<file path="src/rtl/bus_arbiter.sv">
// Four-master round-robin bus arbiter with active-low requests and grants.
// Define ARB_HOLD_LIMIT_EN to cap a tenure at HOLD_CYCLES while others wait.
module bus_arbiter #(
  parameter int HOLD_CYCLES = 16
) (
  input  logic       clk,
  input  logic       rst_,
  input  logic       m0Req_,
  input  logic       m1Req_,
  input  logic       m2Req_,
  input  logic       m3Req_,
  output logic       m0Grnt_,
  output logic       m1Grnt_,
  output logic       m2Grnt_,
  output logic       m3Grnt_,
  output logic [1:0] owner
);

  if (HOLD_CYCLES < 2 || HOLD_CYCLES > 255) begin : g_bad_hold
    $error("HOLD_CYCLES out of range 2..255");
  end

  logic [3:0] req;
  logic [3:0] grnt;
  logic [1:0] c1;
  logic [1:0] c2;
  logic [1:0] c3;
  logic [1:0] pick;
  logic       found;
  logic       own_req;
  logic       switch_en;
  logic [1:0] owner_nxt;

  assign req = ~{m3Req_, m2Req_, m1Req_, m0Req_};

  assign c1 = owner + 2'd1;
  assign c2 = owner + 2'd2;
  assign c3 = owner + 2'd3;

  assign own_req = req[owner];

  // Search order starts just past the owner, so the owner itself is last.
  always_comb begin
    pick  = owner;
    found = 1'b1;
    priority case (1'b1)
      req[c1]: pick = c1;
      req[c2]: pick = c2;
      req[c3]: pick = c3;
      default: found = 1'b0;
    endcase
  end

`ifdef ARB_HOLD_LIMIT_EN
  localparam logic [7:0] HOLD_MAX = 8'(HOLD_CYCLES - 1);

  logic [7:0] hold_cnt;
  logic [7:0] hold_cnt_nxt;
  logic       hold_expired;

  assign hold_expired = own_req && (hold_cnt == HOLD_MAX);

  always_comb begin
    switch_en    = found && (!own_req || hold_expired);
    owner_nxt    = switch_en ? pick : owner;
    hold_cnt_nxt = hold_cnt;
    if (switch_en) begin
      hold_cnt_nxt = 8'd0;
    end else if (own_req && hold_cnt != HOLD_MAX) begin
      hold_cnt_nxt = hold_cnt + 8'd1;
    end
  end

  always_ff @(posedge clk) begin
    if (!rst_) begin
      owner    <= 2'd0;
      hold_cnt <= 8'd0;
    end else begin
      owner    <= owner_nxt;
      hold_cnt <= hold_cnt_nxt;
    end
  end
`else
  always_comb begin
    switch_en = found && !own_req;
    owner_nxt = switch_en ? pick : owner;
  end

  always_ff @(posedge clk) begin
    if (!rst_) begin
      owner <= 2'd0;
    end else begin
      owner <= owner_nxt;
    end
  end
`endif

  // Bus is always parked on someone: exactly one grant low.
  assign grnt    = ~(4'b0001 << owner);
  assign m0Grnt_ = grnt[0];
  assign m1Grnt_ = grnt[1];
  assign m2Grnt_ = grnt[2];
  assign m3Grnt_ = grnt[3];

endmodule

</file>
<file path="config.mk">
export PLATFORM = sky130hd
export DESIGN_NAME = bus_arbiter
export DESIGN_NICKNAME = d
export VERILOG_FILES = /design/src/rtl/bus_arbiter.sv
export SDC_FILE = /design/constraint.sdc
export NUM_CORES = 1
export LEC_CHECK = 0
export ABC_AREA = 1
export BUFFER_PORTS_ARGS = -buffer_cell sky130_fd_sc_hd__buf_2
export CAP_MARGIN = 40
export CELL_PAD_IN_SITES_DETAIL_PLACEMENT = 1
export CELL_PAD_IN_SITES_GLOBAL_PLACEMENT = 1
export CORE_AREA = 2 2 39 41
export CTS_BUF_LIST = sky130_fd_sc_hd__clkbuf_8
export DETAILED_ROUTE_END_ITERATION = 7
export DIE_AREA = 0 0 41 43
export PLACE_DENSITY = 0.61
export SKIP_LAST_GASP = 1
export SYNTH_ARGS = -nofsm -noshare
export SYNTH_HDL_FRONTEND = slang
export SYNTH_SLANG_ARGS = --single-unit
</file>
<file path="constraint.sdc">
create_clock -name clk -period 1.5 [get_ports clk]
set_input_delay 0.225 -clock clk [delete_from_list [all_inputs] [get_ports clk]]
set_output_delay 0.225 -clock clk [all_outputs]
set_load 0.1 [all_outputs]
</file>
==> flow_metrics.env <==
export IMPL_finalSetupViolations=0
export IMPL_slew_headroom=0.6775
export IMPL_via_count=367
export IMPL_period_needed_ns=1.384
export IMPL_max_stage_delay_ns=0.35
export IMPL_slowest_stage="dfxtp_4"
export IMPL_grt_pass1_wl_microns=1511
export IMPL_final_antenna_net_count=0
export IMPL_syn_area_per_cell_sq_um=5.824
export IMPL_syn_area_sq_um=320.3
export IMPL_grt_setup_unrepaired="false"
export IMPL_holdCritPathClass="primary input to register"
export IMPL_coreArea_sq_um=1384
export IMPL_drt_iter0_drc=5
export IMPL_grt_antenna_before_repair=0
export IMPL_grtUsageTotal=0.1301
export IMPL_dieArea_sq_um=1763
export IMPL_final_common_cell="nand2_1"
export IMPL_cts_buffer_depth=2
export IMPL_pin_count=12
export IMPL_fmax_ghz=0.7225
export IMPL_ctsHoldBuffers=0
export IMPL_h_tree_depth=1
export IMPL_post_cts_resized=0
export IMPL_drt_pass1_iterations=4
export IMPL_synth_top_area_frac=0.2227
export IMPL_worstPathRequired_ns=1.27
export IMPL_cts_buffers_inserted=3
export IMPL_cts_sinks=2
export IMPL_crit_family="buffers and inverters"
export IMPL_worstMarginPinSlew_ns=0.4871
export IMPL_yosysTopAreaCell="nand2_1"
export IMPL_die_w_microns=41
export IMPL_skew_ns=0.001715
export IMPL_start_kind="register"
export IMPL_cp_max_fo=6
export IMPL_diodes=0
export IMPL_postCtsSetupBuffers=0
export IMPL_cts_root_buf="clkbuf_8"
export IMPL_area_delta_synth_final_pct=66.80
export IMPL_grt_overflow=0
export IMPL_wire_per_inst_microns=9.976
export IMPL_synth_seq_cells=2
export IMPL_start_util=0.2315
export IMPL_status="finished clean"
export IMPL_top_register="owner"
export IMPL_ys_types=12
export IMPL_layout_drive_gt1_share=0.4638
export IMPL_final_max_slew_viol_count=0
export IMPL_rows=14
export IMPL_drc=0
export IMPL_finalHoldViolCount=0
export IMPL_path_class="register to primary output"
export IMPL_final_nets=81
export IMPL_worst_setup_path_end_kind="primary output"
export IMPL_numPortBuffers=11
export IMPL_reg_largest_list="owner (2)"
export IMPL_synthCells=55
export IMPL_wl_microns=848
export IMPL_place_gp_congestion=0.7035
export IMPL_post_route_period_util=0.9227
export IMPL_die_y_microns=43
export IMPL_crit_arrival_ns=1.16
export IMPL_cts_tree="built"
export IMPL_hpwl_microns=743.1
export IMPL_layout_common_cells="19 x nand2_1, 7 x buf_2, 6 x inv_1, 6 x nand3_1"
export IMPL_synthTopCellsByArea="nand2_1 22%, ha_1 16%, inv_1 13%"
export IMPL_grt_max_degree=10
export IMPL_cts_clk_slew_worst_paths_ns=0.03
export IMPL_largest_register_ffs=2
export IMPL_synth_seq_area_share=0.1250
export IMPL_mappedNetlistNets=65
export IMPL_path_buf_inv=3
export IMPL_post_drt_via_cell_ratio=4.318
export IMPL_final_setup_tns_ns=0
export IMPL_ys_warnings_count=0
export IMPL_clkLatencyLatePin_ns=0.21
export IMPL_path_cells="inv_2 > ha_1 > clkinvlp_4 > buf_12"
export IMPL_grt_pass1_vias=401
export IMPL_max_cap_violations=0
==> Yosys cell counts (all sizes together) <==
master  number
nand2       22
inv         12
nand3        9
ha           4
nor2         4
dfxtp        2
and2         1
nand4        1
==> logic make-up after synthesis <==
group         Yosys count  share of synthesized area
simple gates           37                     0.5782
fa+ha+maj               4                     0.1563
buf+inv                12                     0.1406
flops                   2                     0.1250
==> through the flow <==
stage	instance area, sq um	hold slack (ns)	util	setup WS [ns]	instances
final	534.3	0.2545	0.3861	0.1159	85
after global routing	534.3	0.2792	0.3861	0.05915	85
after CTS	534.3	0.2502	0.3861	0.09928	85
after detailed placement	493.0	0.4613	0.3562	0.1700	82
after global placement	493.0	0.4598	0.3562	0.1882	82
after floorplan	357.8	0.3357	-	0.03059	55
==> final timing paths <==
path	from	end	slack [ns]	depth (start not counted)
hold reg to reg	owner[0]	owner[0]	0.63	3
hold / removal	rst_	owner[1]	0.25	3
setup reg to reg	owner[0]	owner[0]	0.18	10
setup / recovery	owner[1]	m1Grnt_	0.12	4
==> final cells by class <==
cell class                 count  area, sq um
sequential                     2        47.55
inverter                      12        62.56
multi-input combinational     41        247.7
fill                         176        849.6
clock buffer                   3        41.29
timing repair buffer          11        115.1
tap                           16        20.02
==> routing by layer <==
metal / wire [microns] / global-route usage / up-vias
met5: 0 / 0 / -
met4: 0 / 0.06000 / 0
met3: 6 / 0.04712 / 0
met2: 489 / 0.2063 / 3
met1: 352 / 0.1465 / 171
li1: - / - / 193
==> worst min-delay path: stages <==
cell,delay (ns)
buf_2,0.10
nand2_1,0.06
nor2_1,0.03
Power is left out: the tool's default activity adds up to more than one toggle a clock period on the data nets, which glitch-free logic cannot reach.
